$ cat src/rtl/conv_stream_engine.sv
// Streaming KxK ternary-weight convolution: a raster pixel stream in, one saturated
// (optionally ReLU-clamped) result vector per strided window position out.

module conv_feature_mac #(
   parameter int K  = 3,
   parameter int PW = 2,
   parameter int DW = 8
) (
   input  logic [K*K-1:0][PW-1:0] i_win,
   input  logic [K*K-1:0][1:0]    i_w,
   input  logic                   i_relu,
   output logic [DW-1:0]          o_res
);
   localparam int KK   = K * K;
   localparam int SUMW = PW + 2 + $clog2(KK);
   localparam int EW   = ((SUMW > DW) ? SUMW : DW) + 1;
   localparam logic signed [EW-1:0] SAT_MAX = {{(EW-DW+1){1'b0}}, {(DW-1){1'b1}}};
   localparam logic signed [EW-1:0] SAT_MIN = {{(EW-DW+1){1'b1}}, {(DW-1){1'b0}}};

   logic signed [SUMW-1:0] w_sum, w_p, w_k;
   logic signed [EW-1:0]   w_ext;

   always_comb begin
      w_sum = '0;
      w_p   = '0;
      w_k   = '0;
      for (int n = 0; n < KK; n++) begin
         w_p   = {{(SUMW-PW){i_win[n][PW-1]}}, i_win[n]};
         w_k   = {{(SUMW-2){i_w[n][1]}}, i_w[n]};
         w_sum = w_sum + w_p * w_k;
      end
   end

   assign w_ext = {{(EW-SUMW){w_sum[SUMW-1]}}, w_sum};

   always_comb begin
      o_res = w_ext[DW-1:0];
      if (i_relu && w_sum[SUMW-1])
         o_res = '0;
      else if (w_ext > SAT_MAX)
         o_res = SAT_MAX[DW-1:0];
      else if (w_ext < SAT_MIN)
         o_res = SAT_MIN[DW-1:0];
   end
endmodule

module conv_stream_engine #(
   parameter  int IMAGE_WIDTH  = 12,
   parameter  int IMAGE_HEIGHT = 12,
   parameter  int NUM_FEATURES = 2,
   parameter  int KERNEL_SIZE  = 3,
   parameter  int STRIDE       = 1,
   parameter  int PIXEL_WIDTH  = 2,
   parameter  int DATA_WIDTH   = 8,
   localparam int AW = (NUM_FEATURES > 1) ? $clog2(NUM_FEATURES) : 1
) (
   input  logic                                 clk,
   input  logic                                 rst_cnn,
   input  logic                                 feature_WrEn,
   input  logic [AW-1:0]                        feature_writeAddr,
   input  logic [2*KERNEL_SIZE*KERNEL_SIZE-1:0] weights_input,
   input  logic                                 relu_en,
   input  logic                                 pix_valid,
   input  logic [PIXEL_WIDTH-1:0]               pix_data,
   output logic                                 pix_ready,
   output logic                                 out_valid,
   output logic [NUM_FEATURES*DATA_WIDTH-1:0]   out_data,
   input  logic                                 out_ready,
   output logic                                 frame_done
);
   localparam int K  = KERNEL_SIZE;
   localparam int KK = K * K;
   localparam int W  = IMAGE_WIDTH;
   localparam int CW = $clog2(IMAGE_WIDTH);
   localparam int RW = $clog2(IMAGE_HEIGHT);
   localparam int SW = (STRIDE > 1) ? $clog2(STRIDE) : 1;
   // K-1 full rows plus K-1 pixels of history; the incoming pixel is the newest tap
   localparam int HL = (K - 1) * W + K - 1;
   localparam logic [CW-1:0] COL_LAST = CW'(IMAGE_WIDTH - 1);
   localparam logic [CW-1:0] COL_K    = CW'(K - 1);
   localparam logic [RW-1:0] ROW_LAST = RW'(IMAGE_HEIGHT - 1);
   localparam logic [RW-1:0] ROW_K    = RW'(K - 1);
   localparam logic [SW-1:0] SPH_LAST = SW'(STRIDE - 1);

   logic [CW-1:0]                                r_col;
   logic [RW-1:0]                                r_row;
   logic [SW-1:0]                                r_cph, r_rph;
   logic [HL-1:0][PIXEL_WIDTH-1:0]               r_hist;
   logic [NUM_FEATURES-1:0][KK-1:0][1:0]         r_w;
   logic                                         r_out_valid;
   logic [NUM_FEATURES-1:0][DATA_WIDTH-1:0]      r_out_data;
   logic                                         r_frame_done;

   logic                                         w_accept, w_col_last, w_row_last;
   logic                                         w_win_done, w_wr_ok;
   logic [KK-1:0][PIXEL_WIDTH-1:0]               w_win;
   logic [NUM_FEATURES-1:0][DATA_WIDTH-1:0]      w_res;

   assign pix_ready  = !r_out_valid || out_ready;
   assign w_accept   = pix_valid && pix_ready;
   assign w_col_last = (r_col == COL_LAST);
   assign w_row_last = (r_row == ROW_LAST);
   assign w_win_done = w_accept && (r_row >= ROW_K) && (r_col >= COL_K) &&
                       (r_rph == '0) && (r_cph == '0);
   assign w_wr_ok    = !feature_WrEn && (r_row == '0) && (r_col == '0) &&
                       (32'(feature_writeAddr) < NUM_FEATURES);

   // Element (i,j) sits (K-1-i) rows and (K-1-j) pixels behind the incoming pixel
   for (genvar i = 0; i < K; i++) begin : g_wr
      for (genvar j = 0; j < K; j++) begin : g_wc
         localparam int D = (K - 1 - i) * W + (K - 1 - j);
         if (D == 0) begin : g_new
            assign w_win[i*K+j] = pix_data;
         end else begin : g_old
            assign w_win[i*K+j] = r_hist[D-1];
         end
      end
   end

   for (genvar f = 0; f < NUM_FEATURES; f++) begin : g_feat
      conv_feature_mac #(.K(K), .PW(PIXEL_WIDTH), .DW(DATA_WIDTH)) u_mac (
         .i_win  (w_win),
         .i_w    (r_w[f]),
         .i_relu (relu_en),
         .o_res  (w_res[f])
      );
   end

   always_ff @(posedge clk or negedge rst_cnn) begin
      if (!rst_cnn)
         r_w <= '0;
      else if (w_wr_ok)
         r_w[feature_writeAddr] <= weights_input;
   end

   always_ff @(posedge clk or negedge rst_cnn) begin
      if (!rst_cnn) begin
         r_col  <= '0;
         r_row  <= '0;
         r_cph  <= '0;
         r_rph  <= '0;
         r_hist <= '0;
      end else if (w_accept) begin
         r_hist <= {r_hist[HL-2:0], pix_data};
         if (w_col_last) begin
            r_col <= '0;
            r_cph <= '0;
            if (r_row >= ROW_K)
               r_rph <= (r_rph == SPH_LAST) ? '0 : r_rph + 1'b1;
            if (w_row_last) begin
               r_row <= '0;
               r_rph <= '0;
            end else begin
               r_row <= r_row + 1'b1;
            end
         end else begin
            r_col <= r_col + 1'b1;
            if (r_col >= COL_K)
               r_cph <= (r_cph == SPH_LAST) ? '0 : r_cph + 1'b1;
         end
      end
   end

   // A completing pixel wins over a drain, so back-to-back results keep valid high
   always_ff @(posedge clk or negedge rst_cnn) begin
      if (!rst_cnn) begin
         r_out_valid  <= 1'b0;
         r_out_data   <= '0;
         r_frame_done <= 1'b0;
      end else begin
         r_frame_done <= w_accept && w_col_last && w_row_last;
         if (w_win_done) begin
            r_out_valid <= 1'b1;
            r_out_data  <= w_res;
         end else if (out_ready) begin
            r_out_valid <= 1'b0;
         end
      end
   end

   assign out_valid  = r_out_valid;
   assign out_data   = r_out_data;
   assign frame_done = r_frame_done;
endmodule

$ cat config.mk
export PLATFORM = sky130hd
export DESIGN_NAME = conv_stream_engine
export DESIGN_NICKNAME = d
export VERILOG_FILES = /design/src/rtl/conv_stream_engine.sv
export SDC_FILE = /design/constraint.sdc
export NUM_CORES = 1
export LEC_CHECK = 0
export BUFFER_PORTS_ARGS = -buffer_cell sky130_fd_sc_hd__buf_4
export CAP_MARGIN = 0
export CORE_AREA = 3 3 166 168
export CTS_CLUSTER_DIAMETER = 50
export DETAILED_ROUTE_END_ITERATION = 12
export DIE_AREA = 0 0 169 171
export SLEW_MARGIN = 20
export SYNTH_ARGS = -nofsm -noshare
export SYNTH_HDL_FRONTEND = slang
export SYNTH_HIERARCHICAL = 1
export SYNTH_SLANG_ARGS = --single-unit
$ cat constraint.sdc
create_clock -name clk -period 17.1 [get_ports clk]
set_input_delay 3.42 -clock clk [delete_from_list [all_inputs] [get_ports clk]]
set_output_delay 3.42 -clock clk [all_outputs]
set_load 0.005 [all_outputs]
==> metrics <==
run status finished clean; min-delay src r_hist[36]$_DFFE_PN0P_; Hold Crit Class reg -> reg; setup_tns 0 ns; final hold vios 0; post-CTS sizing 0; max_slew headroom 0.496; worst-margin pin slew ~0.76 ns; Initial DRC Count 240; largest cells by area after synthesis dfrtp_1 31%, fa_1 25%, mux2_2 9.9%, inv_1 7.1%, ha_1 6.3%; # DRC 0; vias per cell around 4.5; fraction of layout cells with a size suffix above 1 0.258; GRT Util Overall 0.130; # setup viols final 0; Synth Instances 755; reg-to-reg slack, setup approximately 11 ns; worst r2r path cells 18; CP Launch Point pix_data[1]; Switching Fraction 0.317; mux cell area share after synthesis 0.152; mapped cell area between 9000 and 10000 um^2; largest family of logic cells by synthesized area adder cells; clk sinks approximately 110; RR Endpoint out_data[13]$_DFFE_PN0P_; TritonCTS clock tree yes; post-synthesis sequential area ratio 0.314; Detail Route Antenna Nets 0; row count 59; post-CTS setup buffer count 0; Avg WL per Cell 15.1 um; Power Dens Cells around 110 nW/um^2; Layout Skew 0.00862 ns; average size of a mapped cell 12.0 um^2; first-pass GRT wire length just under 30 mm; FF+latch count, synth about 110; power share of the sequential group 0.374; Clock Latency Late Sink 0.42 ns; simple-gate share of the synthesized area 0.0866; CTS Buffer Depth 2; Antenna diodes 0; worst slack, placed 8.23 ns; Synth cell types 54; RSZ-0062 raised after global routing no; total congestion overflow 0; critical path class in -> reg; Root Driver clkbuf_16; gp weighted congestion 0.828; final net count approximately 990; CTS buffer count 17; Commonest cells post-synth 173 x inv_1, 114 x dfrtp_1, 114 x fa_1; Die Ht roughly 170 um; RR Startpoint r_hist[23]$_DFFE_PN0P_; syn nets roughly 940; I/O Buffers 45; Clk pwr share 0.329; CTS H-tree lvls 4; synth warn 6; CP Capture Type flop; peak supply drop 0.0855 mV; FFs w/ async S/R, synth 1.00; post-synth top area share 0.314; Boundary Pins 46; Max-Cap Viols 0; final critical-path required period about 8.4 ns; drt pass-1 iters 4; Compound-Gate Fraction of Synth Area 0.0321; Fmax roughly 0.12 GHz; initial antenna violation count 0; Initial Utilization 0.349; crit start category primary input; crit-path max FO 7; period utilization 0.493; Synth Area in Adders 0.315; most frequent cell after synthesis inv_1; setup slack after layout 8.67 ns; Pins Over Slew Limit 0; number of global-route vias before repair ~5700; Chip Width between 150 and 200 um; cts-stage hold buffer count 0; Worst Hold End r_hist[38]$_DFFE_PN0P_; final wirelength about 17 mm; dpl hpwl 14.0 mm; Leak Pwr approximately 5.3 nW; Post-DP Area about 9700 um^2; full die area slightly below 30000 um^2; final instance area 10300 um^2; largest net degree at the start of global routing between 60 and 70; area leader, netlist dfrtp_1; Critical Path RT ~17 ns; internal power between 0.7 and 0.8 mW; Switch Pwr about 0.36 mW; Combinational Power Share 0.298; Via Count approximately 5200; Post-synth EDFFs 0; critical path arrival approximately 8.7 ns; area growth from synthesis to layout 13.8%; core area about 26000 um^2; hold depth 1; Synth Flop Type dfrtp_1; xor and xnor area share after synthesis 0.0135; Clock transition at path regs 0.06 ns
## cell families (layout without fill, tap and decap cells)
kind of cell | Yosys count | in the layout
flip-flops | 114 | 114
AND/OR/NAND/NOR | 126 | 126
multiplexers | 113 | 113
buffers and inverters | 189 | 253
XOR/XNOR | 14 | 14
AO/OA/AOI/OAI | 39 | 39
adder cells (fa/ha/maj) | 160 | 160
## placed cells by master, fill, tap and decap left out, types with 3 or more instances in the layout
cell type / Yosys / routed
a21oi_1: 7 / 7
inv_1: 173 / 173
ha_1: 46 / 46
xnor2_1: 14 / 14
nand2_1: 20 / 19
fa_1: 114 / 114
buf_4: 5 / 47
nor3_1: 10 / 10
dfrtp_1: 114 / 114
nand3_1: 6 / 6
clkinv_4: 0 / 3
and2_1: 25 / 25
nor2_1: 15 / 15
inv_6: 0 / 4
mux2i_1: 3 / 3
mux2_2: 80 / 80
mux2_4: 30 / 30
nor3b_1: 4 / 4
nand4_1: 3 / 3
bufinv_16: 0 / 3
nor2b_1: 5 / 5
nand2b_1: 17 / 17
clkbuf_16: 0 / 17
o21ai_0: 5 / 5
a21o_1: 6 / 6
## power by group through the flow
stage | combinational [mW] | clock, mW | sequential, mW
final | 0.336 | 0.371 | 0.421
after global routing | 0.384 | 0.392 | 0.436
after CTS | 0.343 | 0.380 | 0.423
after detailed placement | 0.341 | 0 | 0.427
after global placement | 0.333 | 0 | 0.425
after floorplan | 0.269 | 0 | 0.399
## metal layers
layer  share of wire  global-route usage  routed length [um]  vias up
li1                -                   -                   -     2487
met2            0.44               0.199                7650       72
met5               0                   0                   0        -
met4           0.015              0.0427                 265        0
met3           0.035              0.0275                 612       19
met1            0.51               0.185                8920     2656
## registers in the layout, indices dropped and copies added (netlist names)
signal,flops
frame_done,1
out_data,16
out_valid,1
r_col,4
r_hist,52
r_row,4
r_w,36
## worst max-delay path, cell delays in order
cell and delay, ns:
buf_4 0.13, nand2_1 0.16, inv_1 0.09, fa_1 0.59
inv_1 0.08, fa_1 0.50, inv_1 0.06, ha_1 0.34
fa_1 0.54, fa_1 0.56, inv_1 0.05, fa_1 0.52
inv_1 0.04, ha_1 0.34, a21o_1 0.20, a21oi_1 0.31
and4_1 0.41, nor3_1 0.09, mux2_4 0.28
## how the worst max path moves through the flow
stage	endpoint	slack (ns)
after floorplan	out_data[0]$_DFFE_PN0P_	8.71
after global placement	out_data[3]$_DFFE_PN0P_	8.33
after detailed placement	out_data[5]$_DFFE_PN0P_	8.23
after CTS	out_data[5]$_DFFE_PN0P_	8.65
after global routing	out_data[5]$_DFFE_PN0P_	8.38
final	out_data[5]$_DFFE_PN0P_	8.67
## per-stage QoR
step	power, mW	hold slack (ns)	utilization	cells
2_1_floorplan	0.668	0.475	-	755
3_3_place_gp	0.758	0.481	0.373	1122
3_5_place_dp	0.768	0.488	0.373	1122
4_1_cts	1.15	0.496	0.397	1154
5_1_grt	1.21	0.509	0.397	1154
6_report	1.13	0.493	0.397	1154
## area by class of cell
class                   instances  area [um^2]
fillers                      2492        15700
multi-input cells             452         5440
flip-flops and latches        114         2850
inverters                     174          653
clock buffers                  18          439
well taps                     335          419
repair buffers                 47          353
clock inverters                14          176
(Power assumes the default switching activity.)
